<file path="src/rtl/pipelined_subtractor.sv">
// Three-stage gpk carry-lookahead subtractor (a - b) with valid/ready handshake and registered outputs.
// Defining SUB_OVERFLOW_EN adds the signed-overflow pipeline; otherwise ovf is tied to 0.
module pipelined_subtractor #(
  parameter int WIDTH = 32
) (
  input  logic             clk,
  input  logic             rst_n,
  input  logic             in_valid,
  output logic             in_ready,
  input  logic [WIDTH-1:0] a,
  input  logic [WIDTH-1:0] b,
  output logic             out_valid,
  input  logic             out_ready,
  output logic [WIDTH-1:0] diff,
  output logic             borrow,
  output logic             ovf
);
  localparam int HALF = WIDTH / 2;

  logic             stall_s;
  logic             s1_valid_r, s2_valid_r, s3_valid_r;
  logic [WIDTH-1:0] s1_a_r, s1_nb_r;
  logic [WIDTH-1:0] gen_s, prop_s, sum_s;
  logic [HALF:0]    lo_c_s, hi0_c_s, hi1_c_s;
  logic [HALF-1:0]  s2_lo_c_r;
  logic             s2_lo_gen_r;
  logic [HALF:0]    s2_hi0_c_r, s2_hi1_c_r;
  logic [WIDTH-1:0] s2_sum_r, s3_sum_r;
  logic [WIDTH:0]   carry_s, s3_carry_r;
  logic [WIDTH-1:0] diff_s;

  assign stall_s  = out_valid && !out_ready;
  assign in_ready = !stall_s;

  // Valid bits: the whole pipeline advances together unless the output is stalled.
  always_ff @(posedge clk or negedge rst_n) begin
    if (!rst_n) begin
      s1_valid_r <= 1'b0;
      s2_valid_r <= 1'b0;
      s3_valid_r <= 1'b0;
      out_valid  <= 1'b0;
    end else if (!stall_s) begin
      s1_valid_r <= in_valid;
      s2_valid_r <= s1_valid_r;
      s3_valid_r <= s2_valid_r;
      out_valid  <= s3_valid_r;
    end
  end

  // S1: capture minuend and inverted subtrahend.
  always_ff @(posedge clk or negedge rst_n) begin
    if (!rst_n) begin
      s1_a_r  <= '0;
      s1_nb_r <= '0;
    end else if (!stall_s && in_valid) begin
      s1_a_r  <= a;
      s1_nb_r <= ~b;
    end
  end

  // g where both bits are 1, p where exactly one is; otherwise kill.
  assign gen_s  = s1_a_r & s1_nb_r;
  assign prop_s = s1_a_r ^ s1_nb_r;
  assign sum_s  = s1_a_r ^ s1_nb_r;

  // Half-width ripple of gpk labels; upper half evaluated for both possible carry-ins.
  always_comb begin
    lo_c_s     = '0;
    hi0_c_s    = '0;
    hi1_c_s    = '0;
    lo_c_s[0]  = 1'b1;
    hi0_c_s[0] = 1'b0;
    hi1_c_s[0] = 1'b1;
    for (int i = 0; i < HALF; i++) begin
      lo_c_s[i+1]  = gen_s[i] | (prop_s[i] & lo_c_s[i]);
      hi0_c_s[i+1] = gen_s[HALF+i] | (prop_s[HALF+i] & hi0_c_s[i]);
      hi1_c_s[i+1] = gen_s[HALF+i] | (prop_s[HALF+i] & hi1_c_s[i]);
    end
  end

  // S2: register half carries, lower-half group carry-out and initial sum.
  always_ff @(posedge clk or negedge rst_n) begin
    if (!rst_n) begin
      s2_lo_c_r   <= '0;
      s2_lo_gen_r <= 1'b0;
      s2_hi0_c_r  <= '0;
      s2_hi1_c_r  <= '0;
      s2_sum_r    <= '0;
    end else if (!stall_s && s1_valid_r) begin
      s2_lo_c_r   <= lo_c_s[HALF-1:0];
      s2_lo_gen_r <= lo_c_s[HALF];
      s2_hi0_c_r  <= hi0_c_s;
      s2_hi1_c_r  <= hi1_c_s;
      s2_sum_r    <= sum_s;
    end
  end

  // Upper carries corrected by the lower group's carry-out.
  assign carry_s = {(s2_lo_gen_r ? s2_hi1_c_r : s2_hi0_c_r), s2_lo_c_r};

  // S3: register the full carry vector with its sum.
  always_ff @(posedge clk or negedge rst_n) begin
    if (!rst_n) begin
      s3_sum_r   <= '0;
      s3_carry_r <= '0;
    end else if (!stall_s && s2_valid_r) begin
      s3_sum_r   <= s2_sum_r;
      s3_carry_r <= carry_s;
    end
  end

  assign diff_s = s3_sum_r ^ s3_carry_r[WIDTH-1:0];

  // Output registers; held while the consumer stalls.
  always_ff @(posedge clk or negedge rst_n) begin
    if (!rst_n) begin
      diff   <= '0;
      borrow <= 1'b0;
    end else if (!stall_s && s3_valid_r) begin
      diff   <= diff_s;
      borrow <= ~s3_carry_r[WIDTH];
    end
  end

`ifdef SUB_OVERFLOW_EN
  logic s2_a_sign_r, s2_b_sign_r, s3_a_sign_r, s3_b_sign_r;

  // Sign bits travel alongside their operands so ovf lines up with diff.
  always_ff @(posedge clk or negedge rst_n) begin
    if (!rst_n) begin
      s2_a_sign_r <= 1'b0;
      s2_b_sign_r <= 1'b0;
      s3_a_sign_r <= 1'b0;
      s3_b_sign_r <= 1'b0;
      ovf         <= 1'b0;
    end else if (!stall_s) begin
      if (s1_valid_r) begin
        s2_a_sign_r <= s1_a_r[WIDTH-1];
        s2_b_sign_r <= ~s1_nb_r[WIDTH-1];
      end
      if (s2_valid_r) begin
        s3_a_sign_r <= s2_a_sign_r;
        s3_b_sign_r <= s2_b_sign_r;
      end
      if (s3_valid_r) begin
        ovf <= (s3_a_sign_r != s3_b_sign_r) && (diff_s[WIDTH-1] != s3_a_sign_r);
      end
    end
  end
`else
  assign ovf = 1'b0;
`endif

endmodule
</file>
<file path="config.mk">
export PLATFORM = sky130hd
export DESIGN_NAME = pipelined_subtractor
export DESIGN_NICKNAME = d
export VERILOG_FILES = /design/src/rtl/pipelined_subtractor.sv
export SDC_FILE = /design/constraint.sdc
export NUM_CORES = 1
export LEC_CHECK = 0
export CAP_MARGIN = 0
export CORE_MARGIN = 8
export CORE_UTILIZATION = 63
export CTS_BUF_LIST = sky130_fd_sc_hd__clkbuf_4 sky130_fd_sc_hd__clkbuf_8
export DETAILED_ROUTE_END_ITERATION = 12
export PLACE_DENSITY = 0.87
export SLEW_MARGIN = 25
export SYNTH_ARGS = -nofsm -noshare
export SYNTH_HDL_FRONTEND = slang
export SYNTH_SLANG_ARGS = --single-unit
export TNS_END_PERCENT = 100
</file>
<file path="constraint.sdc">
create_clock -name clk -period 3.15 [get_ports clk]
set_input_delay 0.4725 -clock clk [delete_from_list [all_inputs] [get_ports clk]]
set_output_delay 0.4725 -clock clk [all_outputs]
set_load 0.02 [all_outputs]
</file>
Word level (Yosys, flattened, before mapping)
Cells that the tools add are included.
- bitwise operators: 97
- muxes and demuxes: 1
- reductions and logical operators: 7
- operators by type and width (operator ; number):
    $xor A32 B32 Y32 ; 2
    $or A1 B1 Y1 ; 47
    $and A1 B1 Y1 ; 45
    $and A32 B32 Y32 ; 1
    $not A32 Y32 ; 1
    $mux W17 ; 1
    $logic_and A1 B1 Y1 ; 5
    $logic_not A1 Y1 ; 2
    $not A1 Y1 ; 1
- logic and storage cells: 120
- output and inout port bits: 36
- input port bits: 68
- register bits after elaboration: 248

Logic depth before layout (Yosys ltp)
Gate-level depths: netlist of run 1.
- depth in word-level cells: 32
- depth in mapped cells: 8
- mapped depth without buffers: 8

Worst setup path after synthesis of run 1
OpenSTA, ideal clock, no wires.
- path kind: reg-to-reg
- start point: register s1_a_r[19]
- end point: register s2_hi0_c_r[11]
- cell stages (with the launch flop): 8
- arrival: 1767 ps
- buffers on the path: 0
- data required time: 3020 ps
- path slack: 1253 ps
- period minus slack after synthesis: 1897 ps
- setup time: 130 ps
- cell sequence: dfrtp_1 -> ha_1 -> a21oi_2 -> o21ai_1 -> nor3_1 -> nor2_2 -> a2111oi_4 -> nor3_1
- word-level cells in the longest chain between the ends: 17
- elaborated cells between the ends (all ways): 18
- classes of those cells: bitwise (18)
- ends and longest elaborated chain (item ; RTL line ; RTL):
    start, declared ; 22 ; logic [WIDTH-1:0] s1_a_r, s1_nb_r;
    start signal, assigned ; 53 ; s1_a_r <= '0;
    start signal, assigned ; 56 ; s1_a_r <= a;
    $xor A32 B32 Y32 ; 63 ; assign prop_s = s1_a_r ^ s1_nb_r;
    via prop_s[19] ; 23 ; logic [WIDTH-1:0] gen_s, prop_s, sum_s;
    $and A1 B1 Y1 ; 76 ; hi0_c_s[i+1] = gen_s[HALF+i] | (prop_s[HALF+i] & hi0_c_s[i]);
    $or A1 B1 Y1 ; 76 ;
    $and A1 B1 Y1 ; 76 ;
    $or A1 B1 Y1 ; 76 ;
    $and A1 B1 Y1 ; 76 ;
    $or A1 B1 Y1 ; 76 ;
    [... 2 more ...] ; n/a ;
    $and A1 B1 Y1 ; 76 ;
    $or A1 B1 Y1 ; 76 ;
    $and A1 B1 Y1 ; 76 ;
    $or A1 B1 Y1 ; 76 ;
    $and A1 B1 Y1 ; 76 ;
    $or A1 B1 Y1 ; 76 ;
    $and A1 B1 Y1 ; 76 ;
    $or A1 B1 Y1 ; 76 ;
    end signal, assigned ; 92 ; s2_hi0_c_r <= hi0_c_s;
    end, declared ; 27 ; logic [HALF:0] s2_hi0_c_r, s2_hi1_c_r;
The timed path passes the listed nets, and every way through them passes these cells.
A chain may end at the register's enable or synchronous reset.

Worst setup path after layout of run 1
- start point: input out_ready
- end point: output in_ready
- word-level cells in the longest chain between the ends: 3
- ends and longest elaborated chain (item ; RTL line ; RTL):
    start, declared ; 13 ; input logic out_ready,
    $logic_not A1 Y1 ; 32 ; assign stall_s = out_valid && !out_ready;
    $logic_and A1 B1 Y1 ; 32 ;
    $logic_not A1 Y1 ; 33 ; assign in_ready = !stall_s;
    end, declared ; 9 ; output logic in_ready,
Every way passes these cells.

==> flow_summary_export.csv, run 1 <==
group,metric,value,unit
cells_and_area,fillerInstances,1054,
floorplan,start_util,0.635,
worst_setup_path,worstPathMaxFanout,10,
flow_run,cap_violations,0,
place,io_buffers,102,
place,placed_area,11600,sq um
floorplan,chipWidth,144,microns
hold_path,worstHoldEndpoint,"s2_hi1_c_r[15]",
cells_and_area,multi_input_area,3940,sq um
sta,fin_setup_tns,0,ns
cells_and_area,post-route-cell-area,12400,sq um
cells_and_area,synthToLayoutAreaGrowth,19.3,%
pwr,peakVddDrop,518,uV
floorplan,die_h,144,microns
cells_and_area,stdcell_count,1286,
routing,firstDrtPassIters,5,
yosys,ys_seq_area_frac,0.596,
place,finalWeightedCongestion,0.839,
worst_setup_path,reg2reg_to,"s2_hi0_c_r[11]",
routing,drc_errors,0,
floorplan,io_pins,104,
yosys,ys_types,40,
cells_and_area,antenna_cells,0,
routing,routedWlPerCell,16.9,microns
place,placed_cells,1223,
cells_and_area,num-nets-final,1146,
cells_and_area,drive_gt1_frac,0.164,
sta,rsz0062_at_grt,"no",
clocking,cts_buffers,39,
clocking,root_buffer,"clkbuf_8",
clocking,cts_tree,"built",
worst_setup_path,r2r_start,"s1_a_r[17]",
yosys,synth_area,10400,sq um
yosys,synth-edff-count,0,
sta,setup_slack,0.645,ns
yosys,synth_warnings,0,
worst_setup_path,cp.required,2.68,ns
hold_path,hold_depth,2,
sta,final_hold_viol_count,0,
clocking,htree_num_levels,2,
floorplan,fp-row-count,47,
routing,drt_iter0_drc,641,
yosys,synthFlopType,"dfrtp_1",
routing,ant_nets,0,
sta,fmax,399,MHz
yosys,ys_async_sr_fraction,1.00,
clocking,insertion_delay,0.53,ns
worst_setup_path,startpoint_type,"input pin",
hold_path,min-delay-start,"s2_hi1_c_r[15]",
yosys,syn_nets,1037,
routing,via_count,7137,
yosys,avgSynthCellArea,11.1,sq um
sta,worst_pin_slew,1.01,ns
grt,grt.total_usage,0.218,
clocking,cts_setup_buffers,0,
grt,grt_max_degree,98,
grt,grt_pass1_vias,7185,
floorplan,die-area,20800,sq um
routing,drt-total-wl,21.7,mm
pwr,powerDensity,1030,nW/um^2
worst_setup_path,rrSetupSlack,0.87,ns
floorplan,core,16300,sq um
grt,grt-ovfl-total,0,
sta,fin_crit,2.50,ns
yosys,synthCells,936,
grt,antenna_found_initial,0,
sta,finClkSkew,0.0210,ns
sta,setup_viol,0,
yosys,synth_seq_cells,247,
sta,slew_violations,0,
sta,maxSlewHeadroom,0.324,
clocking,path_clk_slew,0.06,ns
place,pre_cts_ws,0.635,ns
pwr,p_total,12.7,mW
clocking,cts_buffer_depth,3,
pwr,p_leak,5.74,nW
outcome,outcome,"finished, final reports clean",
grt,grt_pass1_wl,36.2,mm
clocking,clock_sinks,247,
worst_setup_path,cp-end-kind,"primary output",
place,dp_hpwl,14.8,mm
worst_setup_path,crit_arrival,2.03,ns
routing,routed_via_density,5.55,
hold_path,hp-class,"reg2reg",
cells_and_area,regArea,6180,sq um
sta,post-route-period-util,0.795,
worst_setup_path,rr_worst_depth,7,
worst_setup_path,path_class,"in2out",
-- area by class of cell --
type / instances / area share
tap: 220 / 0.0222
timing repair buffer: 116 / 0.0966
inverter: 11 / 0.00334
multi-input combinational: 630 / 0.318
clock inverter: 3 / 0.00172
clock buffer: 59 / 0.0585
sequential: 247 / 0.499
-- per-layer routing --
metal	vias to the layer above	global-route usage	routed length [microns]
met5	-	0	0
met3	51	0.0469	1560
met4	0	0.0646	431
met1	3452	0.324	10200
li1	3377	-	-
met2	257	0.316	9480
-- synthesized netlist by cell type, types with 2 or more instances --
library cell | count | area (sq um)
nand2b_1 | 4 | 25.0
nor2_1 | 23 | 86.3
clkbuf_1 | 17 | 63.8
ha_1 | 33 | 413
dfrtp_1 | 247 | 6180
a21o_1 | 6 | 45.0
buf_2 | 27 | 135
or2_2 | 3 | 18.8
a21oi_1 | 27 | 135
nor2_2 | 2 | 12.5
o2111ai_1 | 2 | 17.5
inv_1 | 11 | 41.3
or3_1 | 3 | 18.8
buf_1 | 2 | 7.51
nand3_1 | 2 | 10.0
mux2i_1 | 17 | 170
nor3_1 | 7 | 35.0
mux2_2 | 83 | 935
o21ai_0 | 117 | 586
a31oi_1 | 9 | 56.3
o21a_1 | 5 | 37.5
xnor2_1 | 32 | 280
nor2b_1 | 2 | 12.5
nand2_1 | 238 | 893
and3_1 | 2 | 12.5
-- kinds of logic (layout without fill, tap and decap cells) --
family,Yosys count,after routing,synth area share
buf+inv,59,189,0.0257
mux,100,100,0.106
xor+xnor,32,32,0.0270
fa+ha+maj,33,33,0.0398
other cells,1,1,0.000361
simple gates,289,289,0.111
compound gates,175,175,0.0943
flops,247,247,0.596
-- worst max-delay path: stages --
cell and delay (ns):
clkdlybuf4s50_1 0.45, nand2b_1 0.41, clkdlybuf4s50_1 0.71
-- metrics by stage --
step	utilization	hold WS, ns
floorplan	-	0.177
global placement	0.711	0.453
detailed placement	0.711	0.460
CTS	0.757	0.478
global route	0.757	0.493
finish	0.757	0.475
-- placed cells by master, fill, tap and decap left out, types with 2 or more instances in the layout --
cell type,synthesis,final
a21oi_1,27,27
buf_12,0,5
nor2_2,2,2
or3_1,3,3
inv_1,11,11
buf_4,1,8
nor2_1,23,23
a21o_1,6,6
xnor2_1,32,32
clkbuf_8,0,45
nand2_1,238,234
clkdlybuf4s50_1,0,101
nor3_1,7,7
nand2_2,0,4
ha_1,33,33
nand3_1,2,2
nor2b_1,2,2
dfrtp_1,247,247
mux2i_1,17,17
o21a_1,5,5
or2_2,3,3
and3_1,2,2
clkbuf_4,0,14
o21ai_0,117,117
nand2b_1,4,4
mux2_2,83,83
o2111ai_1,2,2
a31oi_1,9,9
-- what timing repair did --
item	CTS	global route
hold endpoints to repair	86	0
gates resized for setup	0	0
hold buffers	1	0
-- flip-flops by register name, indices dropped and copies added (netlist names), 16 cells and up --
signal,count
s2_hi1_c_r,16
s3_carry_r,33
s1_a_r,32
diff,32
s1_nb_r,32
s3_sum_r,32
s2_sum_r,32
s2_lo_c_r,16
s2_hi0_c_r,16
-- worst max-delay path by stage --
stage / from / end / slack [ns] / cells past startpoint
5_1_grt: out_ready / in_ready / 0.55 / 3
3_5_place_dp: out_ready / in_ready / 0.64 / 3
3_3_place_gp: out_ready / in_ready / 0.70 / 3
2_1_floorplan: s1_a_r[19] / s2_hi0_c_r[11] / 1.25 / 7
6_report: out_ready / in_ready / 0.65 / 3
4_1_cts: out_ready / in_ready / 0.64 / 3
-- power by group --
group          total (mW)  switching (mW)  internal (mW)  leakage (nW)
combinational        4.74            2.55           2.18          2.31
sequential           5.39           0.880           4.51          3.03
clock                2.62            1.17           1.45         0.397
Power figures use the tool's default switching activity.
==> run 2, diff against run 1 <==
--- a/config.mk
+++ b/config.mk
@@ -7,10 +7,10 @@
 export LEC_CHECK = 0
 export CAP_MARGIN = 0
 export CORE_MARGIN = 8
-export CORE_UTILIZATION = 63
+export CORE_UTILIZATION = 59
 export CTS_BUF_LIST = sky130_fd_sc_hd__clkbuf_4 sky130_fd_sc_hd__clkbuf_8
 export DETAILED_ROUTE_END_ITERATION = 12
-export PLACE_DENSITY = 0.87
+export PLACE_DENSITY = 0.82
 export SLEW_MARGIN = 25
 export SYNTH_ARGS = -nofsm -noshare
 export SYNTH_HDL_FRONTEND = slang
==> constraint.sdc (replaced) <==
create_clock -name clk -period 2.4 [get_ports clk]
set_input_delay 0.36 -clock clk [delete_from_list [all_inputs] [get_ports clk]]
set_output_delay 0.36 -clock clk [all_outputs]
set_load 0.02 [all_outputs]
==> run 2 against run 1 <==
Compared with the run above:
- worst setup slack got worse by 0.43 ns
- combinational power grew 34%
- via count fell by 2.1%
- non-clock buffer count increased by 6
- critical endpoint is now s2_hi0_c_r[11]
- largest power group unchanged
==> flow_summary_export.csv, run 2 (synthesis gave the netlist of run 1 again) <==
group,metric,value,unit
sta,finClkSkew,0.0178,ns
cells_and_area,post-route-cell-area,12600,sq um
grt,grt.total_usage,0.201,
cells_and_area,largest-register,"s3_carry_r",
sta,rsz0062_at_grt,"no",
floorplan,chipWidth,149,microns
cells_and_area,num-nets-final,1153,
sta,post-route-period-util,0.909,
routing,drt-total-wl,21.2,mm
clocking,htree_num_levels,2,
clocking,root_buffer,"clkbuf_8",
cells_and_area,final_util,0.732,
worst_setup_path,cp.required,2.80,ns
clocking,insertion_delay,0.54,ns
worst_setup_path,cp-end-kind,"flop",
grt,grt_pass1_wl,35.8,mm
worst_setup_path,startpoint_type,"flop",
floorplan,die_h,149,microns
pwr,p_leak,5.87,nW
routing,drc_errors,0,
sta,final_hold_viol_count,0,
routing,routedWlPerCell,16.3,microns
floorplan,start_util,0.602,
sta,setup_viol,0,
place,dp_hpwl,14.7,mm
cells_and_area,mostFrequentLayoutCell,"dfrtp_1",
sta,slew_violations,0,
flow_run,cap_violations,0,
cells_and_area,drive_gt1_frac,0.175,
worst_setup_path,r2r_start,"s1_a_r[19]",
floorplan,fp-row-count,48,
sta,fmax,459,MHz
place,finalWeightedCongestion,0.859,
worst_setup_path,rr_worst_depth,7,
clocking,cts_buffers,40,
routing,routed_via_density,5.35,
sta,fin_setup_tns,0,ns
pwr,powerDensity,1360,nW/um^2
cells_and_area,largest_register_ffs,33,
clocking,cts_buffer_depth,3,
floorplan,die-area,22100,sq um
grt,grt-ovfl-total,0,
worst_setup_path,worstPathMaxFanout,5,
worst_setup_path,crit_arrival,2.58,ns
hold_path,hp-class,"in2async",
worst_setup_path,path_class,"reg2reg",
cells_and_area,synthToLayoutAreaGrowth,21.6,%
pwr,peakVddDrop,718,uV
grt,grt_pass1_vias,7064,
grt,grt_max_degree,67,
cells_and_area,antenna_cells,0,
routing,firstDrtPassIters,6,
worst_setup_path,reg2reg_to,"s2_hi0_c_r[11]",
routing,via_count,6984,
clocking,cts_tree,"built",
place,io_buffers,102,
place,placed_area,11700,sq um
floorplan,core,17200,sq um
cells_and_area,final_cell_mix,"dfrtp_1, nand2_1, o21ai_0",
outcome,outcome,"finished, final reports clean",
routing,ant_nets,0,
clocking,clock_sinks,247,
clocking,path_clk_slew,0.06,ns
grt,antenna_found_initial,0,
cells_and_area,fillerInstances,1135,
floorplan,io_pins,104,
clocking,cts_resized,0,
worst_setup_path,rrSetupSlack,0.22,ns
sta,fin_crit,2.18,ns
routing,drt_iter0_drc,414,
## run 2: per-stage QoR
step                instances  hold slack [ns]  worst slack, ns  power [mW]
floorplan                 936           0.0644            0.503        11.1
global placement         1234            0.341            0.291        13.0
detailed placement       1234            0.342            0.263        13.3
CTS                      1305            0.368            0.208        17.2
global route             1305            0.373           0.0565        18.3
finish                   1305            0.361            0.219        17.1
## run 2: power by group
group	internal [mW]	leakage, nW	switching [mW]
registers	5.92	3.03	1.05
logic	2.96	2.37	3.38
clock network	2.23	0.464	1.59
total	11.1	5.87	6.02
## run 2: cell type report
cell class | count | area (sq um) | area share
inverter | 11 | 41.3 | 0.00327
sequential | 247 | 6180 | 0.490
tap | 225 | 282 | 0.0223
clock buffer | 68 | 855 | 0.0677
multi-input combinational | 630 | 3940 | 0.313
clock inverter | 2 | 13.8 | 0.00109
timing repair buffer | 122 | 1300 | 0.103
## run 2: critical path: stages (launching register included)
cell	delay, ns
dfrtp_1	0.39
ha_1	0.38
a21oi_2	0.19
o21ai_1	0.13
nor3_1	0.41
nor2_2	0.13
a2111oi_4	0.36
nor3_1	0.07
## run 2: what timing repair did
action | 4_1_cts | 5_1_grt
hold buffers | 1 | 0
hold endpoints to repair | 59 | 0
setup buffers | 0 | 0
## run 2: worst max-delay path by stage
stage / startpoint / endpoint / slack [ns] / depth (start not counted)
4_1_cts: out_valid / in_ready / 0.21 / 3
2_1_floorplan: s1_a_r[19] / s2_hi0_c_r[11] / 0.50 / 7
6_report: s1_a_r[19] / s2_hi0_c_r[11] / 0.22 / 7
5_1_grt: s1_a_r[19] / s2_hi0_c_r[11] / 0.06 / 7
3_5_place_dp: s1_a_r[19] / s2_hi0_c_r[11] / 0.26 / 7
3_3_place_gp: s1_a_r[3] / s2_lo_gen_r / 0.29 / 7
## run 2: routing by layer
| layer | routed length, microns | vias to the layer above | track usage |
|---|---|---|---|
| met5 | 0 | - | 0 |
| met4 | 434 | 0 | 0.0704 |
| met3 | 1280 | 42 | 0.0425 |
| met2 | 8670 | 204 | 0.273 |
| met1 | 10900 | 3349 | 0.309 |
| li1 | - | 3389 | - |
==> run 3, diff against run 2 <==
--- a/config.mk
+++ b/config.mk
@@ -7,10 +7,9 @@
 export LEC_CHECK = 0
 export CAP_MARGIN = 0
 export CORE_MARGIN = 8
-export CORE_UTILIZATION = 59
-export CTS_BUF_LIST = sky130_fd_sc_hd__clkbuf_4 sky130_fd_sc_hd__clkbuf_8
+export CORE_UTILIZATION = 57
 export DETAILED_ROUTE_END_ITERATION = 12
-export PLACE_DENSITY = 0.82
+export PLACE_DENSITY = 0.8
 export SLEW_MARGIN = 25
 export SYNTH_ARGS = -nofsm -noshare
 export SYNTH_HDL_FRONTEND = slang
==> run 3 against run 2 <==
Compared with the run above:
- global-route usage decreased by 0.94 points
- first-iteration DRC count increased by 27%
- combinational power decreased by 0.6%
- worst setup slack improved by 0.013 ns
- clock skew decreased by 0.010 ns
- routed wire length decreased by 1.2%
- clock power decreased by 7.1%
- count of clock-buffer cells in the layout decreased by 29
- critical path type unchanged
- largest cell class unchanged
- largest power group unchanged
==> flow_summary_export.csv, run 3 (synthesis gave the netlist of run 1 again) <==
group,metric,value,unit
cells_and_area,antenna_cells,0,
place,dp_hpwl,14.9,mm
clocking,insertion_delay,0.50,ns
worst_setup_path,cp_slowest_stage_delay,0.43,ns
floorplan,chipWidth,151,microns
cells_and_area,fillerInstances,1267,
floorplan,start_util,0.580,
floorplan,die_h,151,microns
sta,finClkSkew,0.00754,ns
cells_and_area,synthToLayoutAreaGrowth,20.2,%
sta,rsz0062_at_grt,"no",
pwr,powerDensity,1350,nW/um^2
floorplan,io_pins,104,
sta,slew_violations,0,
grt,grt_max_degree,71,
worst_setup_path,cp.depth,7,
place,io_buffers,102,
sta,final_hold_viol_count,0,
pwr,peakVddDrop,696,uV
cells_and_area,drive_gt1_frac,0.145,
clocking,htree_num_levels,1,
floorplan,core,17900,sq um
grt,antenna_found_initial,0,
clocking,cts_resized,0,
floorplan,die-area,22800,sq um
sta,fin_setup_tns,0,ns
grt,grt_pass1_vias,6863,
worst_setup_path,cp_cell_sequence,"ha_1 > a21oi_2 > o21ai_1 > nor3_1 > nor2_2 > a2111oi_4 > nor3_1",
worst_setup_path,critPathSlowestCell,"nor3_1",
routing,via_count,6837,
worst_setup_path,rr_worst_depth,7,
clocking,cts_buffer_depth,3,
grt,grt.total_usage,0.191,
cells_and_area,largest_register_ffs,33,
clocking,path_clk_slew,0.06,ns
worst_setup_path,critPathTopFamily,"compound AO/OA/AOI/OAI gates",
routing,ant_nets,0,
sta,fmax,461,MHz
cells_and_area,num-nets-final,1138,
grt,met3_usage,0.0359,
clocking,hold_buffers,1,
grt,met1_usage,0.298,
sta,worst_pin_slew,0.531,ns
place,finalWeightedCongestion,0.837,
clocking,root_buffer,"clkbuf_16",
grt,grt_pass1_wl,35.2,mm
grt,grt-busiest-layer,"met1",
sta,setup_viol,0,
worst_setup_path,path_class,"reg2reg",
clocking,cts_setup_buffers,0,
routing,firstDrtPassIters,5,
worst_setup_path,crit_arrival,2.55,ns
cells_and_area,mostFrequentLayoutCell,"dfrtp_1",
worst_setup_path,cp-end-kind,"flop",
worst_setup_path,cp_common_cell,"nor3_1",
clocking,cts_tree,"built",
cells_and_area,final_cell_mix,"dfrtp_1, nand2_1, o21ai_0",
grt,grt-ovfl-total,0,
clocking,cts_buffers,24,
routing,routed_via_density,5.34,
pwr,p_leak,5.76,nW
worst_setup_path,cp_num_buf_inv,0,
sta,post-route-period-util,0.903,
cells_and_area,largest-register,"s3_carry_r",
hold_path,hp-class,"in2async",
clocking,clock_sinks,247,
worst_setup_path,worstPathMaxFanout,5,
cells_and_area,final_util,0.697,
place,placed_area,11700,sq um
outcome,outcome,"finished, final reports clean",
worst_setup_path,cp.required,2.78,ns
sta,maxSlewHeadroom,0.646,
routing,drc_errors,0,
flow_run,cap_violations,0,
pwr,p_total,16.8,mW
cells_and_area,post-route-cell-area,12500,sq um
worst_setup_path,startpoint_type,"flop",
routing,drt-total-wl,21.0,mm
routing,drt_iter0_drc,524,
sta,fin_crit,2.17,ns
grt,grtUsageMet2,0.269,
routing,routedWlPerCell,16.4,microns
floorplan,fp-row-count,49,
run 3: worst register-to-register path, stage by stage, from the launching register on:
cell	delay (ns)
dfrtp_1	0.38
ha_1	0.38
a21oi_2	0.18
o21ai_1	0.12
nor3_1	0.43
nor2_2	0.13
a2111oi_4	0.35
nor3_1	0.08
run 3: stage by stage:
stage | hold slack, ns | worst slack (ns) | cells
final | 0.408 | 0.232 | 1281
after global routing | 0.410 | 0.107 | 1281
after CTS | 0.401 | 0.237 | 1281
after detailed placement | 0.358 | 0.283 | 1239
after global placement | 0.353 | 0.324 | 1239
after floorplan | 0.0644 | 0.503 | 936
run 3: where the power goes:
part	switching (mW)	total [mW]	leakage [nW]	internal [mW]
combinational	3.37	6.30	2.36	2.92
clock	1.46	3.55	0.368	2.08
sequential	1.04	6.96	3.03	5.92
run 3: path summary, 6_finish.rpt:
kind,from,to,slack [ns]
setup / recovery,s1_a_r[19],s2_hi0_c_r[11],0.23
hold / removal,rst_n,s1_nb_r[10],0.41
setup reg to reg,s1_a_r[19],s2_hi0_c_r[11],0.23
hold reg to reg,s3_carry_r[32],borrow,0.47
max in group asynchronous,rst_n,diff[30],1.23
min in group clk,b[5],s1_nb_r[5],0.42
run 3: cell type report:
type,instances,area [sq um],area share
Clock buffer,39,738,0.0592
Sequential cell,247,6180,0.495
Timing Repair Buffer,123,1270,0.102
Multi-Input combinational cell,630,3940,0.316
Clock inverter,2,10.0,0.000802
Inverter,11,41.3,0.00331
Tap cell,229,287,0.0230
run 3: metal layers:
metal  wire (microns)  part of all wire  vias up
li1                 -                 -     3364
met1            10500              0.50     3277
met2             8850              0.42      172
met3             1350             0.064       24
met4              260             0.012        0
met5                0                 0        -
